`src/rtl/single_port_mem_arbiter_pkg.sv`:
```
// Shared encodings for the single-port memory arbiter: FSM states, slot ops and
// response owners, plus the round-robin grant decision.
package mem_arb_pkg;

  localparam logic [0:0] ST_IDLE    = 1'b0;
  localparam logic [0:0] ST_WAIT_RD = 1'b1;

  localparam logic OP_READ  = 1'b0;
  localparam logic OP_WRITE = 1'b1;

  localparam logic OWN_I = 1'b0;
  localparam logic OWN_D = 1'b1;

  // A lone full slot always wins; on contention the side not granted last time wins.
  function automatic logic pick_owner(input logic i_full, input logic d_full,
                                      input logic last_grant);
    if (d_full && (!i_full || (last_grant == OWN_I))) return OWN_D;
    return OWN_I;
  endfunction

endpackage

```
`src/rtl/single_port_mem_arbiter_if.sv`:
```
// Fetch, data and shared-memory port bundle; the arbiter takes the slave view,
// the requesters and memory model take the master view.
interface single_port_mem_arbiter_if #(
  parameter int DATA_WIDTH   = 32,
  parameter int ADDRESS_BITS = 32
);
  logic                      i_mem_read;
  logic [ADDRESS_BITS-1:0]   i_mem_address_in;
  logic                      i_mem_ready;
  logic                      i_mem_valid;
  logic [DATA_WIDTH-1:0]     i_mem_data_out;
  logic [ADDRESS_BITS-1:0]   i_mem_address_out;

  logic                      d_mem_read;
  logic                      d_mem_write;
  logic [DATA_WIDTH/8-1:0]   d_mem_byte_en;
  logic [ADDRESS_BITS-1:0]   d_mem_address_in;
  logic [DATA_WIDTH-1:0]     d_mem_data_in;
  logic                      d_mem_ready;
  logic                      d_mem_valid;
  logic [DATA_WIDTH-1:0]     d_mem_data_out;
  logic [ADDRESS_BITS-1:0]   d_mem_address_out;

  logic                      mem_read;
  logic                      mem_write;
  logic [DATA_WIDTH/8-1:0]   mem_byte_en;
  logic [ADDRESS_BITS-1:0]   mem_address_in;
  logic [DATA_WIDTH-1:0]     mem_data_in;
  logic                      mem_ready;
  logic                      mem_valid;
  logic [DATA_WIDTH-1:0]     mem_data_out;
  logic [ADDRESS_BITS-1:0]   mem_address_out;

  modport slave (
    input  i_mem_read, i_mem_address_in,
    output i_mem_ready, i_mem_valid, i_mem_data_out, i_mem_address_out,
    input  d_mem_read, d_mem_write, d_mem_byte_en, d_mem_address_in, d_mem_data_in,
    output d_mem_ready, d_mem_valid, d_mem_data_out, d_mem_address_out,
    output mem_read, mem_write, mem_byte_en, mem_address_in, mem_data_in,
    input  mem_ready, mem_valid, mem_data_out, mem_address_out
  );

  modport master (
    output i_mem_read, i_mem_address_in,
    input  i_mem_ready, i_mem_valid, i_mem_data_out, i_mem_address_out,
    output d_mem_read, d_mem_write, d_mem_byte_en, d_mem_address_in, d_mem_data_in,
    input  d_mem_ready, d_mem_valid, d_mem_data_out, d_mem_address_out,
    input  mem_read, mem_write, mem_byte_en, mem_address_in, mem_data_in,
    output mem_ready, mem_valid, mem_data_out, mem_address_out
  );

endinterface

```
`src/rtl/single_port_mem_arbiter_slot.sv`:
```
// One-entry request holding register; clear wins over load so a slot frees
// cleanly on the cycle its transaction retires.
module mem_req_slot #(
  parameter int DATA_WIDTH   = 32,
  parameter int ADDRESS_BITS = 32
) (
  input  logic                    clock,
  input  logic                    reset,
  input  logic                    load,
  input  logic                    clear,
  input  logic                    op_in,
  input  logic [ADDRESS_BITS-1:0] address_in,
  input  logic [DATA_WIDTH-1:0]   data_in,
  input  logic [DATA_WIDTH/8-1:0] byte_en_in,
  output logic                    full,
  output logic                    op,
  output logic [ADDRESS_BITS-1:0] address,
  output logic [DATA_WIDTH-1:0]   data,
  output logic [DATA_WIDTH/8-1:0] byte_en
);

  always_ff @(posedge clock or negedge reset) begin
    if (!reset) begin
      full    <= 1'b0;
      op      <= 1'b0;
      address <= '0;
      data    <= '0;
      byte_en <= '0;
    end else if (clear) begin
      full <= 1'b0;
    end else if (load) begin
      full    <= 1'b1;
      op      <= op_in;
      address <= address_in;
      data    <= data_in;
      byte_en <= byte_en_in;
    end
  end

endmodule

```
`src/rtl/single_port_mem_arbiter.sv`:
```
// Round-robin arbiter of fetch and data request slots onto one single-port
// memory, one outstanding transaction at a time.
//
//   state      | meaning
//   ST_IDLE    | issue a full slot's command when memory is ready; writes retire here
//   ST_WAIT_RD | read issued, steering the next mem_valid to the owner side
module single_port_mem_arbiter
  import mem_arb_pkg::*;
#(
  parameter int DATA_WIDTH   = 32,
  parameter int ADDRESS_BITS = 32
) (
  input logic                      clock,
  input logic                      reset,
  input logic                      scan,
  single_port_mem_arbiter_if.slave bus
);

  localparam int BE_W = DATA_WIDTH / 8;

  logic [0:0]              state;
  logic                    owner;
  logic                    last_grant;

  logic                    i_full, d_full;
  logic                    i_op, d_op;
  logic [ADDRESS_BITS-1:0] i_addr, d_addr;
  logic [DATA_WIDTH-1:0]   i_data, d_data;
  logic [BE_W-1:0]         i_be, d_be;

  logic                    i_load, d_load, i_clear, d_clear;
  logic                    d_op_in;
  logic                    grant_valid, grant_owner, resp;
  logic                    g_op;
  logic [ADDRESS_BITS-1:0] g_addr;
  logic [DATA_WIDTH-1:0]   g_data;
  logic [BE_W-1:0]         g_be;

  // Trace enable has no functional effect on the arbiter.
  logic unused_scan;
  assign unused_scan = scan;

  assign i_load  = bus.i_mem_read && !i_full;
  assign d_load  = (bus.d_mem_read || bus.d_mem_write) && !d_full;
  assign d_op_in = bus.d_mem_write ? OP_WRITE : OP_READ;

  assign grant_valid = (state == ST_IDLE) && bus.mem_ready && (i_full || d_full);
  assign grant_owner = pick_owner(i_full, d_full, last_grant);
  assign g_op   = (grant_owner == OWN_D) ? d_op   : i_op;
  assign g_addr = (grant_owner == OWN_D) ? d_addr : i_addr;
  assign g_data = (grant_owner == OWN_D) ? d_data : i_data;
  assign g_be   = (grant_owner == OWN_D) ? d_be   : i_be;

  assign resp = (state == ST_WAIT_RD) && bus.mem_valid;

  // Writes retire on issue, reads on their response.
  assign i_clear = (grant_valid && (grant_owner == OWN_I) && (g_op == OP_WRITE)) ||
                   (resp && (owner == OWN_I));
  assign d_clear = (grant_valid && (grant_owner == OWN_D) && (g_op == OP_WRITE)) ||
                   (resp && (owner == OWN_D));

  mem_req_slot #(.DATA_WIDTH(DATA_WIDTH), .ADDRESS_BITS(ADDRESS_BITS)) u_i_slot (
    .clock      (clock),
    .reset      (reset),
    .load       (i_load),
    .clear      (i_clear),
    .op_in      (OP_READ),
    .address_in (bus.i_mem_address_in),
    .data_in    ('0),
    .byte_en_in ('0),
    .full       (i_full),
    .op         (i_op),
    .address    (i_addr),
    .data       (i_data),
    .byte_en    (i_be)
  );

  mem_req_slot #(.DATA_WIDTH(DATA_WIDTH), .ADDRESS_BITS(ADDRESS_BITS)) u_d_slot (
    .clock      (clock),
    .reset      (reset),
    .load       (d_load),
    .clear      (d_clear),
    .op_in      (d_op_in),
    .address_in (bus.d_mem_address_in),
    .data_in    (bus.d_mem_data_in),
    .byte_en_in (bus.d_mem_byte_en),
    .full       (d_full),
    .op         (d_op),
    .address    (d_addr),
    .data       (d_data),
    .byte_en    (d_be)
  );

  always_ff @(posedge clock or negedge reset) begin
    if (!reset) begin
      state      <= ST_IDLE;
      owner      <= OWN_I;
      last_grant <= OWN_D;
    end else if (state == ST_IDLE) begin
      if (grant_valid) begin
        last_grant <= grant_owner;
        if (g_op == OP_READ) begin
          owner <= grant_owner;
          state <= ST_WAIT_RD;
        end
      end
    end else if (bus.mem_valid) begin
      state <= ST_IDLE;
    end
  end

  assign bus.mem_read       = grant_valid && (g_op == OP_READ);
  assign bus.mem_write      = grant_valid && (g_op == OP_WRITE);
  assign bus.mem_address_in = grant_valid ? g_addr : '0;
  assign bus.mem_data_in    = grant_valid ? g_data : '0;
  assign bus.mem_byte_en    = grant_valid ? g_be   : '0;

  assign bus.i_mem_ready = !i_full;
  assign bus.d_mem_ready = !d_full;

  assign bus.i_mem_valid       = resp && (owner == OWN_I);
  assign bus.d_mem_valid       = resp && (owner == OWN_D);
  assign bus.i_mem_data_out    = bus.i_mem_valid ? bus.mem_data_out    : '0;
  assign bus.i_mem_address_out = bus.i_mem_valid ? bus.mem_address_out : '0;
  assign bus.d_mem_data_out    = bus.d_mem_valid ? bus.mem_data_out    : '0;
  assign bus.d_mem_address_out = bus.d_mem_valid ? bus.mem_address_out : '0;

endmodule
```
`src/flat_wrapper.sv`:
```
// flat-port wrapper written by rule: the top's interface ports become plain ports
module single_port_mem_arbiter_flat import mem_arb_pkg::*;
#(
  parameter int DATA_WIDTH   = 32,
  parameter int ADDRESS_BITS = 32
)
  (clock, reset, scan, bus_i_mem_read, bus_i_mem_address_in, bus_i_mem_ready, bus_i_mem_valid, bus_i_mem_data_out, bus_i_mem_address_out, bus_d_mem_read, bus_d_mem_write, bus_d_mem_byte_en, bus_d_mem_address_in, bus_d_mem_data_in, bus_d_mem_ready, bus_d_mem_valid, bus_d_mem_data_out, bus_d_mem_address_out, bus_mem_read, bus_mem_write, bus_mem_byte_en, bus_mem_address_in, bus_mem_data_in, bus_mem_ready, bus_mem_valid, bus_mem_data_out, bus_mem_address_out);
  single_port_mem_arbiter_if #(.DATA_WIDTH(DATA_WIDTH), .ADDRESS_BITS(ADDRESS_BITS)) bus_i ();
  input logic clock;
  input logic reset;
  input logic scan;
  input wire logic [$bits(bus_i.i_mem_read)-1:0] bus_i_mem_read;
  input wire logic [$bits(bus_i.i_mem_address_in)-1:0] bus_i_mem_address_in;
  output wire logic [$bits(bus_i.i_mem_ready)-1:0] bus_i_mem_ready;
  output wire logic [$bits(bus_i.i_mem_valid)-1:0] bus_i_mem_valid;
  output wire logic [$bits(bus_i.i_mem_data_out)-1:0] bus_i_mem_data_out;
  output wire logic [$bits(bus_i.i_mem_address_out)-1:0] bus_i_mem_address_out;
  input wire logic [$bits(bus_i.d_mem_read)-1:0] bus_d_mem_read;
  input wire logic [$bits(bus_i.d_mem_write)-1:0] bus_d_mem_write;
  input wire logic [$bits(bus_i.d_mem_byte_en)-1:0] bus_d_mem_byte_en;
  input wire logic [$bits(bus_i.d_mem_address_in)-1:0] bus_d_mem_address_in;
  input wire logic [$bits(bus_i.d_mem_data_in)-1:0] bus_d_mem_data_in;
  output wire logic [$bits(bus_i.d_mem_ready)-1:0] bus_d_mem_ready;
  output wire logic [$bits(bus_i.d_mem_valid)-1:0] bus_d_mem_valid;
  output wire logic [$bits(bus_i.d_mem_data_out)-1:0] bus_d_mem_data_out;
  output wire logic [$bits(bus_i.d_mem_address_out)-1:0] bus_d_mem_address_out;
  output wire logic [$bits(bus_i.mem_read)-1:0] bus_mem_read;
  output wire logic [$bits(bus_i.mem_write)-1:0] bus_mem_write;
  output wire logic [$bits(bus_i.mem_byte_en)-1:0] bus_mem_byte_en;
  output wire logic [$bits(bus_i.mem_address_in)-1:0] bus_mem_address_in;
  output wire logic [$bits(bus_i.mem_data_in)-1:0] bus_mem_data_in;
  input wire logic [$bits(bus_i.mem_ready)-1:0] bus_mem_ready;
  input wire logic [$bits(bus_i.mem_valid)-1:0] bus_mem_valid;
  input wire logic [$bits(bus_i.mem_data_out)-1:0] bus_mem_data_out;
  input wire logic [$bits(bus_i.mem_address_out)-1:0] bus_mem_address_out;
  assign bus_i.i_mem_read = bus_i_mem_read;
  assign bus_i.i_mem_address_in = bus_i_mem_address_in;
  assign bus_i_mem_ready = bus_i.i_mem_ready;
  assign bus_i_mem_valid = bus_i.i_mem_valid;
  assign bus_i_mem_data_out = bus_i.i_mem_data_out;
  assign bus_i_mem_address_out = bus_i.i_mem_address_out;
  assign bus_i.d_mem_read = bus_d_mem_read;
  assign bus_i.d_mem_write = bus_d_mem_write;
  assign bus_i.d_mem_byte_en = bus_d_mem_byte_en;
  assign bus_i.d_mem_address_in = bus_d_mem_address_in;
  assign bus_i.d_mem_data_in = bus_d_mem_data_in;
  assign bus_d_mem_ready = bus_i.d_mem_ready;
  assign bus_d_mem_valid = bus_i.d_mem_valid;
  assign bus_d_mem_data_out = bus_i.d_mem_data_out;
  assign bus_d_mem_address_out = bus_i.d_mem_address_out;
  assign bus_mem_read = bus_i.mem_read;
  assign bus_mem_write = bus_i.mem_write;
  assign bus_mem_byte_en = bus_i.mem_byte_en;
  assign bus_mem_address_in = bus_i.mem_address_in;
  assign bus_mem_data_in = bus_i.mem_data_in;
  assign bus_i.mem_ready = bus_mem_ready;
  assign bus_i.mem_valid = bus_mem_valid;
  assign bus_i.mem_data_out = bus_mem_data_out;
  assign bus_i.mem_address_out = bus_mem_address_out;
  single_port_mem_arbiter #(.DATA_WIDTH(DATA_WIDTH), .ADDRESS_BITS(ADDRESS_BITS)) u_core (.clock(clock), .reset(reset), .scan(scan), .bus(bus_i));
endmodule
```
`config.mk`:
```
export PLATFORM = sky130hd
export DESIGN_NAME = single_port_mem_arbiter_flat
export DESIGN_NICKNAME = d
export VERILOG_FILES = /design/src/rtl/single_port_mem_arbiter_pkg.sv /design/src/rtl/single_port_mem_arbiter_if.sv /design/src/rtl/single_port_mem_arbiter_slot.sv /design/src/rtl/single_port_mem_arbiter.sv /design/src/flat_wrapper.sv
export SDC_FILE = /design/constraint.sdc
export NUM_CORES = 1
export LEC_CHECK = 0
export BUFFER_PORTS_ARGS = -buffer_cell sky130_fd_sc_hd__buf_2
export CORE_AREA = 2 2 146 148
export CTS_BUF_LIST = sky130_fd_sc_hd__clkbuf_2
export DETAILED_ROUTE_END_ITERATION = 8
export DIE_AREA = 0 0 148 150
export GPL_TIMING_DRIVEN = 0
export PLACE_DENSITY_LB_ADDON = 0.12
export SETUP_SLACK_MARGIN = 0.4
export SLEW_MARGIN = 20
export SYNTH_ARGS = -nofsm -noshare
export SYNTH_HDL_FRONTEND = slang
export SYNTH_SLANG_ARGS = --single-unit
```
`constraint.sdc`:
```
create_clock -name clock -period 5.75 [get_ports clock]
set_input_delay 1.725 -clock clock [delete_from_list [all_inputs] [get_ports clock]]
set_output_delay 1.725 -clock clock [all_outputs]
set_load 0.05 [all_outputs]
```
==> results of run 1 <==
[cells by family (layout without fill, tap and decap cells)]
| group | after synthesis | after routing | synth area share |
|---|---|---|---|
| simple gates | 180 | 180 | 0.209 |
| compound gates | 38 | 38 | 0.0601 |
| mux | 101 | 101 | 0.209 |
| buf+inv | 39 | 428 | 0.0353 |
| other cells | 0 | 9 | 0 |
| flops | 106 | 106 | 0.487 |
[cell usage in the layout, fill, tap and decap left out, drive strengths merged, types with 2 or more instances in the layout]
cell	count
a22o	32
diode	9
clkbuf	29
nand2	2
nor2	5
buf	390
inv	5
mux2	101
clkinv	4
nand3b	2
dfrtp	105
and2	165
[through the flow]
step	util	setup slack [ps]
2_1_floorplan	-	943
3_3_place_gp	0.370	547
3_5_place_dp	0.372	592
4_1_cts	0.377	585
5_1_grt	0.378	473
6_report	0.378	614
[worst max-delay path by stage]
stage	slack, ps	start	endpoint	depth (start not counted)
after floorplan	940	bus_mem_valid	bus_i_mem_data_out[23]	3
after global placement	550	bus_mem_valid	bus_i_mem_address_out[25]	6
after detailed placement	590	bus_mem_valid	bus_i_mem_address_out[25]	6
after CTS	580	bus_mem_valid	bus_i_mem_address_out[25]	6
after global routing	470	bus_mem_valid	bus_i_mem_address_out[25]	6
final	610	bus_mem_valid	bus_d_mem_data_out[0]	6
[state kept, by name, summed over array words and instances (netlist names)]
signal	count
u_core.last_grant	1
u_core.owner	1
u_core.state	1
u_core.u_d_slot.address	32
u_core.u_d_slot.byte_en	4
u_core.u_d_slot.data	32
u_core.u_d_slot.full	1
u_core.u_d_slot.op	1
u_core.u_i_slot.address	32
u_core.u_i_slot.full	1
[power breakdown]
part | internal, mW | switching (mW) | total, mW
logic | 0.846 | 1.69 | 2.54
registers | 1.13 | 0.184 | 1.31
clock network | 0.0711 | 0.279 | 0.350
[routing by layer]
| layer | vias up | wire length, µm | global-route usage | share of wire |
|---|---|---|---|---|
| met4 | 2 | 920 | 0.0867 | 0.044 |
| met2 | 216 | 10500 | 0.332 | 0.50 |
| met3 | 32 | 1730 | 0.0579 | 0.083 |
| met5 | - | 16 | 0 | 0.00077 |
| met1 | 2313 | 7650 | 0.193 | 0.37 |
| li1 | 2337 | - | - | - |
[layout make-up]
| cell class | count | share of cell area |
|---|---|---|
| timing repair buffer | 373 | 0.242 |
| antenna | 9 | 0.00288 |
| inverter | 3 | 0.00144 |
| clock buffer | 10 | 0.00639 |
| tap | 275 | 0.0440 |
| sequential | 106 | 0.339 |
| buffer | 36 | 0.0232 |
| clock inverter | 6 | 0.00799 |
| multi-input combinational | 319 | 0.333 |
==> summary.txt, run 1 <==
Global route
  • Tot GR Track Use: 0.183
  • Grt ovf: 0
  • Vias in the first global route: 5054
  • Largest net degree at the start of global routing: 66
  • Initial antenna violation count: 10
  • First-pass GRT wire length: 30300 µm

Yosys
  • Synth cell types: 27
  • Top cell type by total area after synthesis: dfrtp_1
  • Area share of the largest cell type after synthesis: 0.482
  • Synth Flop Type: dfrtp_1
  • Cells after Synth: 464
  • Most common cell in the netlist: and2_1
  • Synthesized net count: 636
  • Number of warnings issued by yosys: 0
  • Yosys reg bits: 106
  • Mapped Area: 5450 µm²
  • Synth cell count leaders: and2_1, dfrtp_1, mux2_2
  • Ranking of synthesized cells by area: dfrtp_1, and2_1, mux2_2, a22o_1, mux2_1
  • Mapped Avg Cell Area: 11.8 µm²
  • Post-synthesis sequential area ratio: 0.487
  • EDFF count, synth: 0
  • Async SR Flop Fraction: 1.00

Worst setup path
  • Startpoint Class: primary input
  • Cells on worst reg2reg path: 4
  • CP dominant cell by count: buf_2
  • CP Cell Sequence: buf_2, and3_4, buf_1, clkbuf_1, and2_1, buf_2
  • Cell family with most CP delay: buffers and inverters
  • Critical path buffers and inverters: 4
  • Crit end category: primary output
  • CP max-delay cell: clkbuf_1
  • Crit-path max cell delay: 410 ps
  • Reg-to-reg startpoint: u_core.state
  • Flop2flop setup slack: 3940 ps
  • FF-to-FF End: u_core.u_i_slot.address[19]
  • CP required: 4030 ps
  • Crit Path Class: in -> out
  • Critical path data arrival time: 3410 ps
  • Worst-path fanout max: 10

Clock network
  • # resized after CTS: 0
  • Clk_lat worst skew: 600 ps
  • Root Driver: clkbuf_2
  • CTS Buf Count: 9
  • Hold Buf Count CTS: 0
  • Clk pin slew, worst setup/hold paths: 330 ps
  • Setup Fix Bufs, Post-CTS: 0
  • TritonCTS clock tree: done
  • Max Root-Sink Buffers: 2
  • Clock sinks: 106
  • H-tree depth: 3

Placed design
  • Routability cong.: 0.803
  • Placed cell count: 1112
  • Port Buffers: 372
  • Hpwl dp: 17100 µm
  • Placed inst area: 7690 µm²

Power and ir drop
  • Pwr per Cell Area: 536 nW/µm²
  • Power Total: 4.19 mW
  • VDD IR-drop max: 0.000228 V
  • Static Leak: 4.25 nW

Finish
  • Fillers: 2223
  • Seq. cell area: 2650 µm²
  • Layout area overhead: 43.6%
  • Finished Layout Cells: 1137
  • Share of cells above drive strength 1: 0.585
  • Nets: 1020
  • Finished Cell Area: 7830 µm²
  • Multi-input gate area: 2610 µm²

STA
  • Skew final: 31.2 ps
  • Fmax: 195 MHz
  • Setup TNS: 0 ps
  • Final Hold Fails: 0
  • Worst Tran Pin Value: 523 ps
  • Tmin final: 5140 ps
  • Slew HR: 0.652
  • RSZ-0062 raised after global routing: no
  • Fin Hold WS: 520 ps
  • Final period utilization: 0.893
  • Final setup fails: 0
  • Slew Viols, Final: 0

Floorplanning
  • Die Span Y: 150 µm
  • Die ar.: 22200 µm²
  • FP Rows: 53
  • Top-Level Pins: 374
  • Die X: 148 µm
  • Core Area: 20700 µm²
  • Initial core utilization: 0.264

Route
  • Final ANT Viol Nets: 0
  • DR pass1 iterations: 4
  • Iter 0 DRT Violations: 127
  • DR vias/cell: 4.31
  • Detailed-route via count: 4900
  • Final WL: 20800 µm
  • Routed len/inst: 18.3 µm
  • Drt drc: 0

Job
  • Max cap viols: 0

Min path
  • Hold path start: u_core.u_d_slot.data[9]
  • Hold endpoint: u_core.u_d_slot.data[9]
  • Hold Path Cell Cnt: 1
  • HP Class: reg -> reg

Outcome
  • Run status: finished, final reports clean
No activity file was read; power rests on OpenSTA's default activity.
==> run 2: changes to the inputs <==
--- a/config.mk
+++ b/config.mk
@@ -6,10 +6,10 @@
 export NUM_CORES = 1
 export LEC_CHECK = 0
 export BUFFER_PORTS_ARGS = -buffer_cell sky130_fd_sc_hd__buf_2
-export CORE_AREA = 2 2 146 148
+export CORE_AREA = 2 2 145 147
 export CTS_BUF_LIST = sky130_fd_sc_hd__clkbuf_2
 export DETAILED_ROUTE_END_ITERATION = 8
-export DIE_AREA = 0 0 148 150
+export DIE_AREA = 0 0 147 149
 export GPL_TIMING_DRIVEN = 0
 export PLACE_DENSITY_LB_ADDON = 0.12
 export SETUP_SLACK_MARGIN = 0.4
==> constraint.sdc (replaced) <==
create_clock -name clock -period 4.5 [get_ports clock]
set_input_delay 1.35 -clock clock [delete_from_list [all_inputs] [get_ports clock]]
set_output_delay 1.35 -clock clock [all_outputs]
set_load 0.05 [all_outputs]
==> summary.txt, run 2 (synthesis results as in run 1) <==
Placed design
  • Hpwl dp: 16800 µm
  • Placed cell count: 1112
  • Port Buffers: 372
  • Routability cong.: 0.849

Route
  • DR vias/cell: 4.29
  • Iter 0 DRT Violations: 136
  • Final WL: 20700 µm
  • Drt drc: 0
  • DR pass1 iterations: 4
  • Detailed-route via count: 4876
  • Final ANT Viol Nets: 0
  • Routed len/inst: 18.2 µm

Worst setup path
  • CP required: 3150 ps
  • Flop2flop setup slack: 2610 ps
  • Crit Path Class: in -> out
  • Worst-path fanout max: 10
  • Reg-to-reg startpoint: u_core.state
  • Cells on worst reg2reg path: 5
  • FF-to-FF End: u_core.u_d_slot.data[6]
  • Critical path data arrival time: 2660 ps
  • Startpoint Class: primary input
  • Crit end category: primary output

Clock network
  • Max Root-Sink Buffers: 2
  • TritonCTS clock tree: done
  • Clk pin slew, worst setup/hold paths: 310 ps
  • Root Driver: clkbuf_2
  • Clock sinks: 106
  • Clk_lat worst skew: 630 ps
  • Hold Buf Count CTS: 0
  • H-tree depth: 3
  • CTS Buf Count: 9

STA
  • Final setup fails: 0
  • RSZ-0062 raised after global routing: yes
  • Final period utilization: 0.892
  • Final Hold Fails: 0
  • Fin Hold WS: 521 ps
  • Worst Tran Pin Value: 484 ps
  • Slew HR: 0.677
  • Slew Viols, Final: 0
  • Fmax: 249 MHz
  • Tmin final: 4010 ps
  • Skew final: 45.1 ps

Finish
  • Share of cells above drive strength 1: 0.605
  • Commonest non-fill, non-tap cells in the layout: buf_2, and2_1, dfrtp_1, mux2_2, a22o_1
  • Nets: 1021
  • Finished Layout Cells: 1136
  • Commonest non-fill, non-tap cell in the layout: buf_2
  • Fillers: 2149
  • Layout area overhead: 45.1%
  • Regs by FF count: u_core.u_d_slot.address x32, u_core.u_d_slot.data x32, u_core.u_i_slot.address x32

Power and ir drop
  • VDD IR-drop max: 0.000293 V
  • Static Leak: 4.33 nW
  • Pwr per Cell Area: 690 nW/µm²

Min path
  • Hold path start: u_core.u_d_slot.data[5]
  • HP Class: reg -> reg
  • Hold endpoint: u_core.u_d_slot.data[5]
  • Hold Path Cell Cnt: 1

Global route
  • Largest net degree at the start of global routing: 72
  • Vias in the first global route: 4969
  • Tot GR Track Use: 0.187
  • Initial antenna violation count: 10
  • First-pass GRT wire length: 30600 µm
  • Grt ovf: 0

Floorplanning
  • Die X: 147 µm
  • Core Area: 20600 µm²
  • Die Span Y: 149 µm
  • Initial core utilization: 0.265
  • FP Rows: 53
  • Die ar.: 21900 µm²
  • Top-Level Pins: 374

Outcome
  • Run status: finished, final reports clean

Job
  • Max cap viols: 0
-- run 2: changes by cell type in the layout (fill, tap and decap cells not counted), sizes merged --
| cell | before | now |
|---|---|---|
| buf | 390 | 385 |
| diode | 9 | 7 |
| clkinv | 4 | 2 |
| clkbuf | 29 | 35 |
| bufinv | 0 | 1 |
| inv | 5 | 6 |
-- run 2: repair_timing --
action | 4_1_cts | 5_1_grt
setup buffers | 1 | 0
resized for setup | 14 | 18
gates cloned | 0 | 0
endpoints found under the setup margin | 149 | 60
-- run 2: metrics by stage --
step	power, mW	setup TNS [ps]	cell area [µm²]	util	setup slack, ps
2_1_floorplan	4.16	0	5450	-	443
3_3_place_gp	4.97	0	7660	0.373	17.0
3_5_place_dp	4.99	-4.07	7690	0.374	-4.07
4_1_cts	5.54	0	7870	0.383	386
5_1_grt	5.81	0	7910	0.385	400
6_report	5.46	0	7910	0.385	485
-- run 2: cell type report --
type	count	area [µm²]	area share
Antenna cell	7	17.5	0.00221
Buffer	36	211	0.0267
Clock buffer	10	50.0	0.00633
Clock inverter	6	83.8	0.0106
Inverter	3	11.3	0.00142
Multi-Input combinational cell	319	2620	0.330
Sequential cell	106	2650	0.335
Tap cell	275	344	0.0435
Timing Repair Buffer	374	1930	0.243
-- run 2: where the power goes --
group | total, mW | internal [mW] | switching, mW
sequential | 1.67 | 1.44 | 0.234
combinational | 3.28 | 1.12 | 2.17
clock | 0.504 | 0.146 | 0.358
-- run 2: how the worst max path moves through the flow --
stage	endpoint	cells past startpoint	slack, ps	start
after floorplan	bus_i_mem_data_out[23]	3	440	bus_mem_valid
after global placement	bus_mem_address_in[25]	6	20	bus_mem_ready
after detailed placement	bus_i_mem_address_out[27]	6	-4	bus_mem_valid
after CTS	bus_i_mem_address_out[27]	6	390	bus_mem_valid
after global routing	bus_mem_address_in[27]	7	400	bus_mem_ready
final	bus_i_mem_data_out[10]	6	490	bus_mem_valid
-- run 2: per-layer routing --
metal | vias to the layer above | part of all wire | track usage
met3 | 25 | 0.090 | 0.0648
met2 | 207 | 0.50 | 0.327
li1 | 2340 | - | -
met1 | 2300 | 0.39 | 0.212
met5 | - | 0.0013 | 0
met4 | 4 | 0.026 | 0.0707
-- run 2: critical path, stage by stage --
cell      delay, ps
buf_2           100
and3b_2         270
clkbuf_4        220
clkbuf_2        190
and2_1          250
clkbuf_4        270
==> run 3: changes to the inputs <==
--- a/config.mk
+++ b/config.mk
@@ -10,7 +10,6 @@
 export CTS_BUF_LIST = sky130_fd_sc_hd__clkbuf_2
 export DETAILED_ROUTE_END_ITERATION = 8
 export DIE_AREA = 0 0 147 149
-export GPL_TIMING_DRIVEN = 0
 export PLACE_DENSITY_LB_ADDON = 0.12
 export SETUP_SLACK_MARGIN = 0.4
 export SLEW_MARGIN = 20
==> summary.txt, run 3 (synthesis results as in run 1) <==
Clock network
  • Root Driver: clkbuf_2
  • CTS Buf Count: 9
  • Setup Fix Bufs, Post-CTS: 0
  • Clock sinks: 106
  • Max Root-Sink Buffers: 2
  • Clk_lat worst skew: 580 ps
  • Clk pin slew, worst setup/hold paths: 260 ps
  • TritonCTS clock tree: done
  • H-tree depth: 3

Finish
  • Commonest non-fill, non-tap cells in the layout: buf_2, and2_1, dfrtp_1, mux2_2, a22o_1
  • Regs by FF count: u_core.u_d_slot.address x32, u_core.u_d_slot.data x32, u_core.u_i_slot.address x32
  • Layout area overhead: 41.6%
  • Nets: 991
  • Seq. cell area: 2650 µm²
  • Fin util: 0.375
  • Commonest non-fill, non-tap cell in the layout: buf_2
  • Share of cells above drive strength 1: 0.598
  • Multi-input gate area: 2630 µm²
  • Fillers: 2105

Global route
  • First-pass GRT wire length: 29600 µm
  • Grt ovf: 0
  • Initial antenna violation count: 12
  • Vias in the first global route: 4973
  • Largest net degree at the start of global routing: 68
  • Tot GR Track Use: 0.179

Worst setup path
  • Startpoint Class: primary input
  • Worst-path fanout max: 27
  • CP required: 3150 ps
  • Crit end category: primary output
  • Crit Path Class: in -> out
  • Critical path data arrival time: 2610 ps

STA
  • Slew Viols, Final: 0
  • RSZ-0062 raised after global routing: no
  • Setup TNS: 0 ps
  • Fmax: 253 MHz
  • Tmin final: 3960 ps
  • Worst Tran Pin Value: 666 ps
  • Final period utilization: 0.880
  • Slew HR: 0.556
  • Final Hold Fails: 0
  • Final setup fails: 0
  • Skew final: 38.6 ps

Placed design
  • Port Buffers: 372
  • Hpwl dp: 15600 µm
  • Routability cong.: 0.976

Floorplanning
  • Initial core utilization: 0.265
  • Die ar.: 21900 µm²
  • Die X: 147 µm
  • FP Rows: 53
  • Die Span Y: 149 µm
  • Core Area: 20600 µm²
  • Top-Level Pins: 374

Route
  • Detailed-route via count: 4822
  • Met2 wire length: 9860 µm
  • DR pass1 iterations: 4
  • Top routing layer in use: met5
  • Drt drc: 0
  • WL met1: 7580 µm
  • Final ANT Viol Nets: 0
  • Iter 0 DRT Violations: 133
  • Wire length on met3: 1780 µm
  • DR vias/cell: 4.35
  • Final WL: 19900 µm
  • Routed len/inst: 17.9 µm

Power and ir drop
  • VDD IR-drop max: 0.000264 V
  • Static Leak: 4.19 nW
  • Pwr per Cell Area: 691 nW/µm²

Job
  • Max cap viols: 0

Outcome
  • Run status: finished, final reports clean

Min path
  • HP Class: reg -> reg
## run 3: layer usage
metal / up-vias / GRT usage
li1: 2286 / -
met1: 2293 / 0.198
met2: 214 / 0.308
met3: 25 / 0.0654
met4: 4 / 0.0846
met5: - / 0
## run 3: what timing repair did
item | in CTS | in global routing
setup endpoints to repair | 57 | 42
cloned | 0 | 0
pin swaps | 0 | 0
resized for setup | 1 | 1
hold buffers | 0 | 0
## run 3: metrics by stage
stage | power (mW) | hold WS (ps) | instances | setup slack [ps] | instance area (µm²)
6_report | 5.34 | 517 | 1108 | 541 | 7720
5_1_grt | 5.67 | 547 | 1107 | 430 | 7720
4_1_cts | 5.42 | 524 | 1098 | 406 | 7690
3_5_place_dp | 4.93 | 468 | 1083 | 346 | 7570
3_3_place_gp | 4.87 | 460 | 1083 | 405 | 7570
2_1_floorplan | 4.16 | 449 | 464 | 443 | 5450
## run 3: final cells by class
class,count,area share
well taps,275,0.0446
repair buffers,380,0.251
flip-flops and latches,106,0.344
clock buffers,9,0.00584
multi-input cells,319,0.340
diodes,10,0.00324
inverters,3,0.00146
clock inverters,6,0.00956
## run 3: critical path: stages
cell	delay [ps]
buf_2	110
nand3b_1	160
a21oi_4	180
buf_4	340
a22o_1	190
buf_2	260
## run 3: worst paths after layout
| kind | start | endpoint | slack [ps] | cells after the start |
|---|---|---|---|---|
| min | u_core.u_d_slot.data[6] | u_core.u_d_slot.data[6] | 520 | 1 |
| max reg2reg | u_core.state | u_core.u_i_slot.address[25] | 2320 | 4 |
| min reg2reg | u_core.u_d_slot.data[6] | u_core.u_d_slot.data[6] | 520 | 1 |
| max | bus_mem_ready | bus_mem_address_in[10] | 540 | 6 |
| max in group asynchronous | reset | u_core.u_i_slot.address[28] | 2960 | 2 |
| min in group asynchronous | reset | u_core.u_i_slot.address[2] | 720 | 1 |
## run 3: where the power goes
group | internal (mW) | switching (mW) | leakage, nW | total [mW]
combinational | 1.06 | 2.12 | 2.86 | 3.18
clock | 0.135 | 0.331 | 0.0723 | 0.466
sequential | 1.44 | 0.255 | 1.25 | 1.69
